`config.mk`:
```
export PLATFORM = sky130hd
export DESIGN_NAME = id_ex_stage_flat
export DESIGN_NICKNAME = d
export VERILOG_FILES = /design/src/rtl/mips_pkg.sv /design/src/rtl/id_ex_stage_if.sv /design/src/rtl/id_ex_stage_hazard_detect.sv /design/src/rtl/id_ex_stage.sv /design/src/flat_wrapper.sv
export SDC_FILE = /design/constraint.sdc
export NUM_CORES = 1
export LEC_CHECK = 0
export CAP_MARGIN = 20
export CORE_ASPECT_RATIO = 0.5
export CORE_MARGIN = 2
export CORE_UTILIZATION = 42
export CTS_CLUSTER_SIZE = 40
export DETAILED_ROUTE_END_ITERATION = 7
export MAX_ROUTING_LAYER = met4
export PLACE_DENSITY = 0.86
export SLEW_MARGIN = 25
export SYNTH_ARGS = -nofsm -noshare
export SYNTH_HDL_FRONTEND = slang
export SYNTH_HIERARCHICAL = 1
export SYNTH_SLANG_ARGS = --single-unit
```
`constraint.sdc`:
```
create_clock -name CLK -period 7.2 [get_ports CLK]
set_input_delay 1.44 -clock CLK [delete_from_list [all_inputs] [get_ports CLK]]
set_output_delay 1.44 -clock CLK [all_outputs]
set_load 0.02 [all_outputs]
```
`src/rtl/mips_pkg.sv`:
```
// Shared MIPS pipeline definitions: default widths, control-bundle bit map and the bubble encoding.
package mips_pkg;

    localparam int unsigned AWL = 5;
    localparam int unsigned DWL = 32;
    localparam int unsigned CTW = 9;
    localparam int unsigned SCW = 16;

    localparam int unsigned REG_WRITE    = 0;
    localparam int unsigned MEM_TO_REG   = 1;
    localparam int unsigned MEM_WRITE    = 2;
    localparam int unsigned MEM_READ     = 3;
    localparam int unsigned ALU_SRC      = 4;
    localparam int unsigned REG_DST      = 5;
    localparam int unsigned ALU_CTRL_LSB = 6;
    localparam int unsigned ALU_CTRL_MSB = 8;

    localparam logic [CTW-1:0] BUBBLE_CTRL = '0;

endpackage

```
`src/rtl/id_ex_stage_if.sv`:
```
// ID->EX bundle: decoded ID inputs, WB write-back snoop and the registered EX view.
interface id_ex_stage_if
    import mips_pkg::*;
#(
    parameter int unsigned AWL = mips_pkg::AWL,
    parameter int unsigned DWL = mips_pkg::DWL,
    parameter int unsigned CTW = mips_pkg::CTW,
    parameter int unsigned SCW = mips_pkg::SCW
);
    logic           id_valid_i;
    logic [DWL-1:0] rs_data_i;
    logic [DWL-1:0] rt_data_i;
    logic [15:0]    imm_i;
    logic [AWL-1:0] rs_i;
    logic [AWL-1:0] rt_i;
    logic [AWL-1:0] rd_i;
    logic           uses_rt_i;
    logic [CTW-1:0] ctrl_i;
    logic           stall_i;
    logic           flush_i;
    logic           wb_we_i;
    logic [AWL-1:0] wb_addr_i;
    logic [DWL-1:0] wb_data_i;

    logic           ex_valid_o;
    logic [DWL-1:0] ex_rs_data_o;
    logic [DWL-1:0] ex_rt_data_o;
    logic [DWL-1:0] ex_imm_o;
    logic [AWL-1:0] ex_rs_o;
    logic [AWL-1:0] ex_rt_o;
    logic [AWL-1:0] ex_rd_o;
    logic [CTW-1:0] ex_ctrl_o;
    logic           hazard_o;
    logic [SCW-1:0] stall_cnt_o;

    modport slave (
        input  id_valid_i, rs_data_i, rt_data_i, imm_i, rs_i, rt_i, rd_i, uses_rt_i,
               ctrl_i, stall_i, flush_i, wb_we_i, wb_addr_i, wb_data_i,
        output ex_valid_o, ex_rs_data_o, ex_rt_data_o, ex_imm_o, ex_rs_o, ex_rt_o,
               ex_rd_o, ex_ctrl_o, hazard_o, stall_cnt_o
    );

    modport master (
        output id_valid_i, rs_data_i, rt_data_i, imm_i, rs_i, rt_i, rd_i, uses_rt_i,
               ctrl_i, stall_i, flush_i, wb_we_i, wb_addr_i, wb_data_i,
        input  ex_valid_o, ex_rs_data_o, ex_rt_data_o, ex_imm_o, ex_rs_o, ex_rt_o,
               ex_rd_o, ex_ctrl_o, hazard_o, stall_cnt_o
    );

endinterface

```
`src/rtl/id_ex_stage_hazard_detect.sv`:
```
// Load-use detector: an EX-stage load whose destination is read by the instruction in ID.
module hazard_detect
    import mips_pkg::*;
#(
    parameter int unsigned AWL = mips_pkg::AWL
) (
    input  logic           id_valid_i,
    input  logic           ex_valid_i,
    input  logic           ex_mem_read_i,
    input  logic [AWL-1:0] ex_rt_i,
    input  logic [AWL-1:0] rs_i,
    input  logic [AWL-1:0] rt_i,
    input  logic           uses_rt_i,
    output logic           ld_use_o
);

    logic rs_match;
    logic rt_match;

    // $0 is hard-wired, so a load targeting it can never create a dependency
    assign rs_match = (ex_rt_i == rs_i);
    assign rt_match = uses_rt_i && (ex_rt_i == rt_i);
    assign ld_use_o = id_valid_i && ex_valid_i && ex_mem_read_i &&
                      (ex_rt_i != '0) && (rs_match || rt_match);

endmodule

```
`src/rtl/id_ex_stage.sv`:
```
// ID/EX pipeline register with load-use bubble insertion and a saturating bubble counter.
// Define RF_WB_BYPASS_EN to forward same-cycle WB writes into the captured operands.
module id_ex_stage
    import mips_pkg::*;
#(
    parameter int unsigned AWL = mips_pkg::AWL,
    parameter int unsigned DWL = mips_pkg::DWL,
    parameter int unsigned CTW = mips_pkg::CTW,
    parameter int unsigned SCW = mips_pkg::SCW
) (
    input  logic          CLK,
    input  logic          RST,
    id_ex_stage_if.slave  bus
);

    logic           ex_valid_q,   ex_valid_d;
    logic [DWL-1:0] ex_rs_data_q, ex_rs_data_d;
    logic [DWL-1:0] ex_rt_data_q, ex_rt_data_d;
    logic [DWL-1:0] ex_imm_q,     ex_imm_d;
    logic [AWL-1:0] ex_rs_q,      ex_rs_d;
    logic [AWL-1:0] ex_rt_q,      ex_rt_d;
    logic [AWL-1:0] ex_rd_q,      ex_rd_d;
    logic [CTW-1:0] ex_ctrl_q,    ex_ctrl_d;
    logic [SCW-1:0] stall_cnt_q,  stall_cnt_d;

    logic           ld_use;
    logic [DWL-1:0] rs_fwd;
    logic [DWL-1:0] rt_fwd;
    logic [DWL-1:0] imm_ext;

    hazard_detect #(.AWL(AWL)) u_hazard_detect (
        .id_valid_i    (bus.id_valid_i),
        .ex_valid_i    (ex_valid_q),
        .ex_mem_read_i (ex_ctrl_q[MEM_READ]),
        .ex_rt_i       (ex_rt_q),
        .rs_i          (bus.rs_i),
        .rt_i          (bus.rt_i),
        .uses_rt_i     (bus.uses_rt_i),
        .ld_use_o      (ld_use)
    );

`ifdef RF_WB_BYPASS_EN
    // Covers the RF write-then-read race when WB and ID touch the same register
    assign rs_fwd = (bus.wb_we_i && (bus.wb_addr_i != '0) && (bus.wb_addr_i == bus.rs_i))
                    ? bus.wb_data_i : bus.rs_data_i;
    assign rt_fwd = (bus.wb_we_i && (bus.wb_addr_i != '0) && (bus.wb_addr_i == bus.rt_i))
                    ? bus.wb_data_i : bus.rt_data_i;
`else
    logic unused_wb;
    assign unused_wb = ^{bus.wb_we_i, bus.wb_addr_i, bus.wb_data_i};
    assign rs_fwd    = bus.rs_data_i;
    assign rt_fwd    = bus.rt_data_i;
`endif

    assign imm_ext = {{(DWL-16){bus.imm_i[15]}}, bus.imm_i};

    // Next state: flush > stall > load-use bubble > capture
    always_comb begin
        ex_valid_d   = ex_valid_q;
        ex_rs_data_d = ex_rs_data_q;
        ex_rt_data_d = ex_rt_data_q;
        ex_imm_d     = ex_imm_q;
        ex_rs_d      = ex_rs_q;
        ex_rt_d      = ex_rt_q;
        ex_rd_d      = ex_rd_q;
        ex_ctrl_d    = ex_ctrl_q;
        stall_cnt_d  = stall_cnt_q;

        if (bus.flush_i || (!bus.stall_i && ld_use)) begin
            ex_valid_d   = 1'b0;
            ex_rs_data_d = '0;
            ex_rt_data_d = '0;
            ex_imm_d     = '0;
            ex_rs_d      = '0;
            ex_rt_d      = '0;
            ex_rd_d      = '0;
            ex_ctrl_d    = CTW'(BUBBLE_CTRL);
            if (!bus.flush_i && (stall_cnt_q != '1)) begin
                stall_cnt_d = stall_cnt_q + SCW'(1);
            end
        end else if (!bus.stall_i) begin
            ex_valid_d   = bus.id_valid_i;
            ex_rs_data_d = rs_fwd;
            ex_rt_data_d = rt_fwd;
            ex_imm_d     = imm_ext;
            ex_rs_d      = bus.rs_i;
            ex_rt_d      = bus.rt_i;
            ex_rd_d      = bus.rd_i;
            ex_ctrl_d    = bus.id_valid_i ? bus.ctrl_i : CTW'(BUBBLE_CTRL);
        end
    end

    always_ff @(posedge CLK or posedge RST) begin
        if (RST) begin
            ex_valid_q   <= 1'b0;
            ex_rs_data_q <= '0;
            ex_rt_data_q <= '0;
            ex_imm_q     <= '0;
            ex_rs_q      <= '0;
            ex_rt_q      <= '0;
            ex_rd_q      <= '0;
            ex_ctrl_q    <= '0;
            stall_cnt_q  <= '0;
        end else begin
            ex_valid_q   <= ex_valid_d;
            ex_rs_data_q <= ex_rs_data_d;
            ex_rt_data_q <= ex_rt_data_d;
            ex_imm_q     <= ex_imm_d;
            ex_rs_q      <= ex_rs_d;
            ex_rt_q      <= ex_rt_d;
            ex_rd_q      <= ex_rd_d;
            ex_ctrl_q    <= ex_ctrl_d;
            stall_cnt_q  <= stall_cnt_d;
        end
    end

    assign bus.ex_valid_o   = ex_valid_q;
    assign bus.ex_rs_data_o = ex_rs_data_q;
    assign bus.ex_rt_data_o = ex_rt_data_q;
    assign bus.ex_imm_o     = ex_imm_q;
    assign bus.ex_rs_o      = ex_rs_q;
    assign bus.ex_rt_o      = ex_rt_q;
    assign bus.ex_rd_o      = ex_rd_q;
    assign bus.ex_ctrl_o    = ex_ctrl_q;
    assign bus.hazard_o     = ld_use;
    assign bus.stall_cnt_o  = stall_cnt_q;

endmodule
```
`src/flat_wrapper.sv`:
```
// flat-port wrapper written by rule: the top's interface ports become plain ports
module id_ex_stage_flat import mips_pkg::*;
#(
    parameter int unsigned AWL = mips_pkg::AWL,
    parameter int unsigned DWL = mips_pkg::DWL,
    parameter int unsigned CTW = mips_pkg::CTW,
    parameter int unsigned SCW = mips_pkg::SCW
)
  (CLK, RST, bus_id_valid_i, bus_rs_data_i, bus_rt_data_i, bus_imm_i, bus_rs_i, bus_rt_i, bus_rd_i, bus_uses_rt_i, bus_ctrl_i, bus_stall_i, bus_flush_i, bus_wb_we_i, bus_wb_addr_i, bus_wb_data_i, bus_ex_valid_o, bus_ex_rs_data_o, bus_ex_rt_data_o, bus_ex_imm_o, bus_ex_rs_o, bus_ex_rt_o, bus_ex_rd_o, bus_ex_ctrl_o, bus_hazard_o, bus_stall_cnt_o);
  id_ex_stage_if #(.AWL(AWL), .DWL(DWL), .CTW(CTW), .SCW(SCW)) bus_i ();
  input  logic CLK;
  input  logic RST;
  input wire logic [$bits(bus_i.id_valid_i)-1:0] bus_id_valid_i;
  input wire logic [$bits(bus_i.rs_data_i)-1:0] bus_rs_data_i;
  input wire logic [$bits(bus_i.rt_data_i)-1:0] bus_rt_data_i;
  input wire logic [$bits(bus_i.imm_i)-1:0] bus_imm_i;
  input wire logic [$bits(bus_i.rs_i)-1:0] bus_rs_i;
  input wire logic [$bits(bus_i.rt_i)-1:0] bus_rt_i;
  input wire logic [$bits(bus_i.rd_i)-1:0] bus_rd_i;
  input wire logic [$bits(bus_i.uses_rt_i)-1:0] bus_uses_rt_i;
  input wire logic [$bits(bus_i.ctrl_i)-1:0] bus_ctrl_i;
  input wire logic [$bits(bus_i.stall_i)-1:0] bus_stall_i;
  input wire logic [$bits(bus_i.flush_i)-1:0] bus_flush_i;
  input wire logic [$bits(bus_i.wb_we_i)-1:0] bus_wb_we_i;
  input wire logic [$bits(bus_i.wb_addr_i)-1:0] bus_wb_addr_i;
  input wire logic [$bits(bus_i.wb_data_i)-1:0] bus_wb_data_i;
  output wire logic [$bits(bus_i.ex_valid_o)-1:0] bus_ex_valid_o;
  output wire logic [$bits(bus_i.ex_rs_data_o)-1:0] bus_ex_rs_data_o;
  output wire logic [$bits(bus_i.ex_rt_data_o)-1:0] bus_ex_rt_data_o;
  output wire logic [$bits(bus_i.ex_imm_o)-1:0] bus_ex_imm_o;
  output wire logic [$bits(bus_i.ex_rs_o)-1:0] bus_ex_rs_o;
  output wire logic [$bits(bus_i.ex_rt_o)-1:0] bus_ex_rt_o;
  output wire logic [$bits(bus_i.ex_rd_o)-1:0] bus_ex_rd_o;
  output wire logic [$bits(bus_i.ex_ctrl_o)-1:0] bus_ex_ctrl_o;
  output wire logic [$bits(bus_i.hazard_o)-1:0] bus_hazard_o;
  output wire logic [$bits(bus_i.stall_cnt_o)-1:0] bus_stall_cnt_o;
  assign bus_i.id_valid_i = bus_id_valid_i;
  assign bus_i.rs_data_i = bus_rs_data_i;
  assign bus_i.rt_data_i = bus_rt_data_i;
  assign bus_i.imm_i = bus_imm_i;
  assign bus_i.rs_i = bus_rs_i;
  assign bus_i.rt_i = bus_rt_i;
  assign bus_i.rd_i = bus_rd_i;
  assign bus_i.uses_rt_i = bus_uses_rt_i;
  assign bus_i.ctrl_i = bus_ctrl_i;
  assign bus_i.stall_i = bus_stall_i;
  assign bus_i.flush_i = bus_flush_i;
  assign bus_i.wb_we_i = bus_wb_we_i;
  assign bus_i.wb_addr_i = bus_wb_addr_i;
  assign bus_i.wb_data_i = bus_wb_data_i;
  assign bus_ex_valid_o = bus_i.ex_valid_o;
  assign bus_ex_rs_data_o = bus_i.ex_rs_data_o;
  assign bus_ex_rt_data_o = bus_i.ex_rt_data_o;
  assign bus_ex_imm_o = bus_i.ex_imm_o;
  assign bus_ex_rs_o = bus_i.ex_rs_o;
  assign bus_ex_rt_o = bus_i.ex_rt_o;
  assign bus_ex_rd_o = bus_i.ex_rd_o;
  assign bus_ex_ctrl_o = bus_i.ex_ctrl_o;
  assign bus_hazard_o = bus_i.hazard_o;
  assign bus_stall_cnt_o = bus_i.stall_cnt_o;
  id_ex_stage #(.AWL(AWL), .DWL(DWL), .CTW(CTW), .SCW(SCW)) u_core (.CLK(CLK), .RST(RST), .bus(bus_i));
endmodule
```
* After elaboration in Yosys (flattened, before gate mapping)
Cells that the tools add are included.
** Word-level totals
- Bits in registers :: 137
- Logic and storage cells :: 44
** Cells by class
- Equal/unequal tests :: 4
- Muxes and demuxes :: 17
- $add $sub $neg :: 1
- Reductions and logical operators :: 13
** Operator list (number)
- $mux 32 :: 6
- $mux 5 :: 6
- $mux 9 :: 3
- $add 16x1->16 const B :: 1
- $ne 16x16->1 const B :: 1
- $eq 5x5->1 :: 2
- $logic_and 1x1->1 :: 7
- $reduce_bool 5->1 :: 1
- $logic_not 1->1 :: 2
- $logic_or 1x1->1 :: 2
- $mux 1 :: 2
- $ne 2x1->1 const B :: 1
- $reduce_and 2->1 :: 1

* Longest topological paths before layout
- Word-level depth :: 7
- Mapped depth :: 8
- Depth with buffers taken out :: 8

* Hierarchy
The synthesis kept the hierarchy.
** Modules (own cells, without submodules)
- id_ex_stage :: area an instance 5087.4 um2, sequential area each 3027.9 um2, instances 1, cells an instance 421
- hazard_detect :: area an instance 130.1 um2, sequential area each 0.0 um2, instances 1, cells an instance 17

* Worst setup path after synthesis
Ideal clock, no wire load.
- Path kind :: input to output
- Start :: in bus_rt_i[2]
- End :: out bus_hazard_o
- Arrival :: 2.473 ns
- Slack :: 3.287 ns
- Path buffers :: 0
- Stages on the path :: 4
- Cell sequence :: xor2_1 > nor4_1 > nand3_1 > a21oi_1
** On the way
- Cells in the longest elaborated chain, start to end :: 4
** RTL lines
- start, declared :: RTL line flat_wrapper.sv:18 : input wire logic [$bits(bus_i.rt_i)-1:0] bus_rt_i;
- $eq 5x5->1 :: RTL line id_ex_stage_hazard_detect.sv:22 : assign rt_match = uses_rt_i && (ex_rt_i == rt_i);
- $logic_and 1x1->1 :: RTL line id_ex_stage_hazard_detect.sv:22
- $logic_or 1x1->1 :: RTL line id_ex_stage_hazard_detect.sv:24 : (ex_rt_i != '0) && (rs_match || rt_match);
- $logic_and 1x1->1 :: RTL line id_ex_stage_hazard_detect.sv:24
- end, declared :: RTL line flat_wrapper.sv:35 : output wire logic [$bits(bus_i.hazard_o)-1:0] bus_hazard_o;
Every way passes these cells.

* Worst setup path in the final report
- Start :: in bus_rt_i[3]
- End :: out bus_hazard_o
Same word-level chain as after synthesis.

==> impl_metrics.yaml <==
outcome:
  outcome: "finished, final reports clean"
routing:
  drt_iter0_drc: 193
  vias_per_cell: 4.864
  remaining_drc_errors: 0
  drtPass1Iterations: 4
  post_drt_wl_per_cell_um: 16.67
  routed_wirelength_um: 14140
  vias: 4125
  drtAntennaViolNets: 0
worst_setup_path:
  cp-startpoint: "bus_rt_i[3]"
  arrival_ps: 3610
  crit_path_start_kind: "primary input"
  rr_startpoint: "u_core/bus.ex_rt_o[2]"
  cp_max_fo: 5
  endpoint_kind: "primary output"
  worstPathRequired_ps: 5760
  ff2ff_path_depth: 7
  worstSetupPathType: "primary input to primary output"
clocking:
  cts.path.max_buffers: 2
  clk_latency_ps: 410
  clock_sink_count: 121
  ctsResizeCount: 0
  clk_pin_slew_worst_paths_ps: 60
  clockRootBuffer: "clkbuf_16"
  htree_num_levels: 4
  cts_setup_buffers: 0
  cts_tree: "done"
  postCtsHoldBufs: 0
  numCtsBuffers: 17
power:
  swShare_pct: 24.60
  leakagePower_nw: 3.961
  p_int_mw: 1.487
  power_frac_clock_pct: 48.3
  combinationalPowerShare_pct: 14.5
  switchingPower_mw: 0.4851
  vdd_drop_max_mv: 0.1315
  pwr_density_cell_mw_per_mm2: 235.5
  p_seq_share_pct: 37.2
finish:
  drive_gt1_share_pct: 6.881
  mostFrequentLayoutCells: "246 x clkdlybuf4s50_1, 121 x dfrtp_1, 101 x nor2_1"
  layout_commonest_cell: "clkdlybuf4s50_1"
  diodes: 0
  final_nets: 819
  fillers: 884
  syn_to_final_growth_pct: 60.48
synthesis:
  yosysWarnings: 6
  ys_seq_elements: 121
  synthesis.nets: 587
  avgSynthCellArea_um2: 11.91
  seq_area_frac_synth_pct: 58.03
  synth_cell_types: 30
  netlist_area_mm2: 0.005218
  synthCells: 438
grt:
  grtUsageTotal_pct: 22.31
  antenna_found_initial: 0
  busiest_layer: "met2"
  grt_start_max_net_pins: 67
  first_global_vias: 4452
  use_met2_pct: 39.01
  gr-total-overflow: 0
  grt_pass1_wl_um: 22880
  grt_use_met3_pct: 4.496
  met1_usage_pct: 24.72
sta:
  hold_viol: 0
  worstMarginPinSlew_ps: 989.1
  slew_headroom_pct: 33.89
  rsz0062_at_grt: "false"
  layout_setup_ws_ps: 2152
  slew_viol_final: 0
  setup_viol_count_final: 0
  fin_skew_ps: 8.063
  max_clock_freq_ghz: 0.1981
  post-route-period-util_pct: 70.12
  fin_crit_ps: 5048
  fin_tns_setup_ps: 0
floorplanning:
  start_util_pct: 43.55
  die_w_um: 161.6
  die_y_um: 82.81
  core_mm2: 0.01198
  num_rows: 28
  top_level_ports: 286
  die_area_mm2: 0.01338
placed_design:
  place_congestion: 0.8485
  io_buffers: 247
  hpwl_um: 9726
  place_ws_ps: 2156
run:
  max_cap_viol_count: 0
min_path:
  holdPathStages: 1
  worstHoldPathType: "flip-flop to flip-flop"
  min-delay-start: "u_core/bus.stall_cnt_o[15]"
==> metal layers <==
metal,vias up,share of wire [%]
li1,1949,-
met5,-,0
met3,32,4.1
met4,0,2.9
met2,126,53
met1,2018,40
==> power groups by stage <==
stage	combinational [mW]	sequential [mW]	clock, mW
after floorplan	0.0966	0.784	0
after global placement	0.282	0.743	0
after detailed placement	0.287	0.745	0
after CTS	0.289	0.734	0.972
after global routing	0.305	0.737	1.01
final	0.286	0.733	0.953
==> cell usage after synthesis <==
| cell type | instances | area, um2 |
|---|---|---|
| nor4b_2 | 1 | 15.01 |
| nand2_1 | 7 | 26.28 |
| mux2_4 | 1 | 15.01 |
| xor2_1 | 20 | 175.2 |
| clkbuf_1 | 10 | 37.54 |
| a22o_1 | 9 | 78.83 |
| mux2i_1 | 95 | 950.9 |
| xnor2_1 | 4 | 35.03 |
| nand4_2 | 1 | 12.51 |
| o2111ai_1 | 1 | 8.760 |
| a21o_1 | 2 | 15.01 |
| nand3_1 | 5 | 25.02 |
| and3_2 | 1 | 7.510 |
| or4_1 | 1 | 7.510 |
| ha_1 | 1 | 12.51 |
| inv_1 | 3 | 11.26 |
| dfrtp_1 | 121 | 3028 |
| nor3_1 | 7 | 35.03 |
| buf_4 | 16 | 120.1 |
| nor2_1 | 101 | 379.1 |
| or3_2 | 1 | 7.510 |
| nand4_4 | 1 | 21.27 |
| and3_1 | 1 | 6.260 |
| a21oi_1 | 2 | 10.01 |
| nor3b_4 | 1 | 18.77 |
| nor4_4 | 1 | 21.27 |
| nand4_1 | 5 | 31.28 |
| nor4_1 | 7 | 43.79 |
| buf_2 | 11 | 55.05 |
| nor2_2 | 1 | 6.260 |
==> worst paths after layout <==
| path | endpoint | slack, ps |
|---|---|---|
| setup / recovery | bus_hazard_o | 2150 |
| hold / removal | u_core/bus.stall_cnt_o[15] | 500 |
| setup reg to reg | u_core/bus.ex_rt_data_o[2] | 4050 |
| hold reg to reg | u_core/bus.stall_cnt_o[15] | 500 |
| max in group asynchronous | u_core/bus.stall_cnt_o[10] | 4420 |
| min in group asynchronous | u_core/bus.ex_imm_o[7] | 1500 |
==> metrics by stage <==
stage                     util (%)  power [mW]  hold WS [ps]  area [um2]  std cells
after CTS                    69.88       1.995         503.4        8373        848
final                        69.88       1.972         499.9        8373        848
after global routing         69.88       2.052         527.3        8373        848
after floorplan                  -      0.8805         595.3        5218        438
after global placement       64.33       1.025         483.5        7707        816
after detailed placement     64.33       1.032         489.9        7707        816
==> critical path, stage by stage <==
cell and delay (ps):
clkdlybuf4s50_1 470, xor2_1 160, nor4_1 280, nand3_1 110
a21oi_1 430, clkdlybuf4s50_1 720
==> registers in the layout, indices dropped and copies added, names as in the netlist <==
signal / cells
u_core/bus.ex_ctrl_o: 9
u_core/bus.ex_imm_o: 16
u_core/bus.ex_rd_o: 5
u_core/bus.ex_rs_data_o: 32
u_core/bus.ex_rs_o: 5
u_core/bus.ex_rt_data_o: 32
u_core/bus.ex_rt_o: 5
u_core/bus.ex_valid_o: 1
u_core/bus.stall_cnt_o: 16
==> cell type report <==
type,count,area [um2],share of cell area (%)
Timing Repair Buffer,250,2492,29.77
Inverter,3,13.76,0.1644
Clock inverter,15,240.2,2.869
Multi-Input combinational cell,277,1967,23.49
Sequential cell,121,3028,36.16
Clock buffer,17,425.4,5.081
Tap cell,165,206.4,2.466
==> kinds of logic (layout without fill, tap and decap cells) <==
group                    count (synthesis)  count (layout)  synth area share [%]
flip-flops                             121             121                 58.03
adder cells (fa/ha/maj)                  1               1                0.2398
multiplexers                            96              96                 18.51
buffers and inverters                   40             285                 4.293
XOR/XNOR                                24              24                 4.029
AND/OR/NAND/NOR                        142             142                 12.73
AO/OA/AOI/OAI                           14              14                 2.158
Note: power is estimated with default switching activity, not from simulation.
==> variant 1: new RTL, same settings <==
Make the reset (`RST`) synchronous in one clocked block.
--- a/src/rtl/id_ex_stage.sv
+++ b/src/rtl/id_ex_stage.sv
@@ -92,3 +92,3 @@
 
-    always_ff @(posedge CLK or posedge RST) begin
+    always_ff @(posedge CLK) begin
         if (RST) begin
Formal check against the unedited RTL: differs if RST is asserted again (counterexample within 4 cycles, from zero or initial values and one cycle with RST high); with RST held inactive, the same outputs for 10 cycles.
==> variant 1 against the original RTL <==
- sequential cell count did not move
- sequential share of layout area decreased by 5.3 points
- total power fell by 7.3%
- worst setup slack gained 0.18 ns
- area after synthesis is 8.8% lower
- via count grew 0.85%
- hold slack worse by 0.0071 ns
- non-clock buffer count down 1
- core utilization up 1.5 points
- count of clock-buffer cells in the layout up 3
- routed wire length is 4.8% lower
- cell area down 6.1%
- register-to-register slack better by 0.11 ns
==> variant 1: results <==
[yosys]
yosys-top-cells-area = dfxtp_1 51%, mux2i_1 20%, nor2_1 9.0%
synth.distinct_cells = 45
syn-num-nets = 619
synthMuxAreaShare_pct = 21.1
syn-instance-count = 470
synthTopCellsByCount = 121 x dfxtp_1, 114 x nor2_1, 96 x mux2i_1
synth_compound_area_share_pct = 4.86
synthAdderAreaFrac_pct = 0.263
seq_area_frac_synth_pct = 50.9
synth_xor_area_share_pct = 1.84
async_flop_share_pct = 0
ys.flop_type = dfxtp_1

[cts]
numCtsBuffers = 17
clk_pin_slew_ns = 0.05

[setup_path]
r2r_cells = 8
r2r-start = u_core/bus.ex_rt_o[4]
worst_r2r_endpoint = u_core/bus.ex_rt_data_o[9]
cp.arrival_ns = 3.43
path_max_fanout = 4
regToRegSetupSlack_ns = 4.16

[global_route]
grt.met1_usage_pct = 24.8
use_met3_pct = 4.64
first_global_vias = 4011
use_met2_pct = 39.7
grtUsageTotal_pct = 22.2
grt_pass1_wl_microns = 20600
grt_max_degree = 86

[power_and_ir_drop]
comb_power_uw = 208
peakVddDrop_mv = 0.193
switching_share_pct = 21.8
p_leak_uw = 0.00314
clockPowerShare_pct = 50.3

[final_layout]
drive_gt1_share_pct = 6.21
fill_cells = 847
layout.nets = 845

[worst_hold_path]
min_delay_path_depth = 2
hp-start = u_core/bus.ex_rt_data_o[28]
min_to = u_core/bus.ex_rt_data_o[28]

[placed_design]
hpwl_microns = 9710
dp_cells = 822
gp_congestion = 0.782

[route]
dr_wl_met3_microns = 370
routed.top_layer = met4
totalWireLength_microns = 13500
drtIter0Drc = 228
m1WireLength_microns = 5700
wire_per_inst_microns = 15.8
viasPerCell = 4.87
wl_met2_microns = 7170

[timing]
final.setup_skew_ns = 0.00983
tightest_slew_ns = 0.966

[run_status]
status = completed
-- variant 1: cell types whose count changed in the layout (fill, tap and decap cells not counted), sizes merged, moves of 5 or more --
cell	delta
xor2	-13
dfxtp	+121
nand2	-5
dfrtp	-121
a22o	-9
nor2b	+5
a21oi	+9
nor2	+12
a22oi	+9
nor4	-5
-- variant 1: worst max path at each step --
stage	endpoint	cells past startpoint	startpoint
2_1_floorplan	bus_hazard_o	4	bus_rt_i[2]
3_5_place_dp	bus_hazard_o	6	bus_rt_i[2]
5_1_grt	bus_hazard_o	6	bus_rt_i[2]
4_1_cts	bus_hazard_o	6	bus_rt_i[2]
3_3_place_gp	bus_hazard_o	6	bus_rt_i[2]
6_report	bus_hazard_o	6	bus_rt_i[2]
-- variant 1: final cells by class --
type | instances | area, sq um | share of cell area, %
Sequential cell | 121 | 2420 | 30.8
Clock inverter | 12 | 198 | 2.51
Clock buffer | 20 | 447 | 5.68
Timing Repair Buffer | 249 | 2490 | 31.7
Tap cell | 145 | 181 | 2.31
Inverter | 3 | 11.3 | 0.143
Multi-Input combinational cell | 304 | 2110 | 26.9
-- variant 1: cell families after synthesis --
logic type                 Yosys count
and+or+nand+nor                    158
DFF                                121
muxes                              100
buffers and inverters               45
AOI/OAI and AO/OA                   35
xor gates and xnor gates            10
adders and majority gates            1
-- variant 1: worst max-delay path, cell delays in order --
cell,delay [ns]
clkdlybuf4s50_1,0.44
xor2_1,0.15
nor4_1,0.31
nand3_1,0.12
a21oi_1,0.29
clkdlybuf4s50_1,0.67
-- variant 1: stage by stage --
step,total power (uW),hold WS (ns),cell area (sq um),worst slack (ns)
global placement,918,0.472,7220,2.28
finish,1830,0.493,7860,2.33
CTS,1850,0.495,7860,2.29
detailed placement,922,0.483,7220,2.29
floorplan,809,0.567,4760,3.37
global route,1890,0.517,7860,2.21
==> variant 2: new RTL, config.mk and constraints unchanged <==
Made on the original files. Build with the macro `RF_WB_BYPASS_EN` defined.
--- a/src/rtl/id_ex_stage.sv
+++ b/src/rtl/id_ex_stage.sv
@@ -2,2 +2,4 @@
 // Define RF_WB_BYPASS_EN to forward same-cycle WB writes into the captured operands.
+`define RF_WB_BYPASS_EN
+
 module id_ex_stage
Check against the original RTL: not equivalent (a bounded check fails within 4 cycles, from zero or initial values and one cycle with RST high).
==> variant 2 against the original RTL <==
- routed wire length up 37%
- worst setup slack gained 0.040 ns
- maximum frequency rose by 0.81%
- via count rose by 32%
- area after synthesis rose by 13%
- sequential cell count stayed put
- critical path depth unchanged
- total power grew 1.3%
- global-route usage is 4.4 points higher
- clock skew up 0.0012 ns
- cell area up 11%
- critical endpoint unchanged
- largest power group unchanged
==> variant 2: results <==
[route]
wl_met2_microns = 9730
drtPass1Iterations = 5
m1WireLength_microns = 7990
viasPerCell = 5.43
totalWireLength_microns = 19400
drtIter0Drc = 310
dr_wl_met3_microns = 884

[global_route]
grt_pass1_wl_microns = 30000
grt_max_degree = 97
grtUsageTotal_pct = 26.7
use_met3_pct = 3.98
use_met2_pct = 45.0
grt.met1_usage_pct = 31.8
first_global_vias = 5640

[setup_path]
regToRegSetupSlack_ns = 4.27
cp.arrival_ns = 3.57
worst_r2r_endpoint = u_core/bus.stall_cnt_o[9]
max_stage_delay_ns = 0.70
r2r-start = u_core/bus.ex_rt_o[2]
path_max_fanout = 4
setup.worst_path.start = bus_rt_i[2]

[final_layout]
layout.nets = 945
drive_gt1_share_pct = 6.43

[placed_design]
gp_congestion = 0.867
dp_slack_ns = 2.23
hpwl_microns = 13400
portBuffers = 285
placed_cell_area_sq_mm = 0.00869

[timing]
max_freq_mhz = 200
tightest_slew_ns = 0.972
final.setup_skew_ns = 0.00930

[cts]
clk_path_buf_depth = 2
clk_pin_slew_ns = 0.06

[yosys]
synthMuxAreaShare_pct = 0.191
syn-num-nets = 697
yosys-top-cells-area = dfrtp_1 51%, a221o_1 11%, a21oi_1 6.0%
synth_compound_area_share_pct = 24.2
synth_xor_area_share_pct = 5.21
synth.distinct_cells = 38
synthAdderAreaFrac_pct = 0.213
seq_area_frac_synth_pct = 51.5

[power_and_ir_drop]
peakVddDrop_mv = 0.187
p_leak_uw = 0.00404

[run_status]
status = completed
[variant 2: cell types whose count changed after synthesis, moves of 8 or more]
| cell | unedited run | this run |
|---|---|---|
| buf_6 | 0 | 9 |
| a22o_1 | 9 | 40 |
| nor2_1 | 101 | 3 |
| clkbuf_1 | 10 | 31 |
| nand2_1 | 7 | 73 |
| mux2i_1 | 95 | 0 |
| xnor2_1 | 4 | 12 |
| a21oi_1 | 2 | 70 |
| a221o_1 | 0 | 64 |
| and2_1 | 0 | 34 |
[variant 2: logic make-up (layout without fill, tap and decap cells)]
kind of cell,Yosys count,in the layout
AO/OA/AOI/OAI,182,182
flip-flops,121,121
AND/OR/NAND/NOR,139,139
XOR/XNOR,35,35
multiplexers,1,1
buffers and inverters,69,330
adder cells (fa/ha/maj),1,1
[variant 2: worst register-to-register path: stages, from the launching register on]
cell and delay, ns:
dfrtp_1 0.45, xor2_1 0.19, nor4_1 0.28, nand3_1 0.13
a21oi_1 0.38, nor3b_2 0.44, nand4_1 0.34, a2111oi_2 0.45
xor2_1 0.19
[variant 2: through the flow]
step / std cells / hold slack (ns) / utilization (%) / total power, uW
finish: 1001 / 0.499 / 68.5 / 2000
global route: 1001 / 0.519 / 68.5 / 2070
CTS: 1001 / 0.499 / 68.5 / 2010
detailed placement: 969 / 0.489 / 63.8 / 1100
global placement: 969 / 0.485 / 63.8 / 1090
floorplan: 548 / 0.595 / - / 907
[variant 2: power by group]
group | internal [uW] | switching, uW
combinational | 181 | 170
sequential | 714 | 23.7
clock | 591 | 317
total | 1490 | 511
[variant 2: final cells by class]
type,count,area (sq um)
Tap cell,192,240
Sequential cell,121,3030
Fill cell,1012,4290
Multi-Input combinational cell,358,2490
Timing Repair Buffer,294,2920
Clock buffer,18,439
Inverter,4,17.5
Clock inverter,14,198
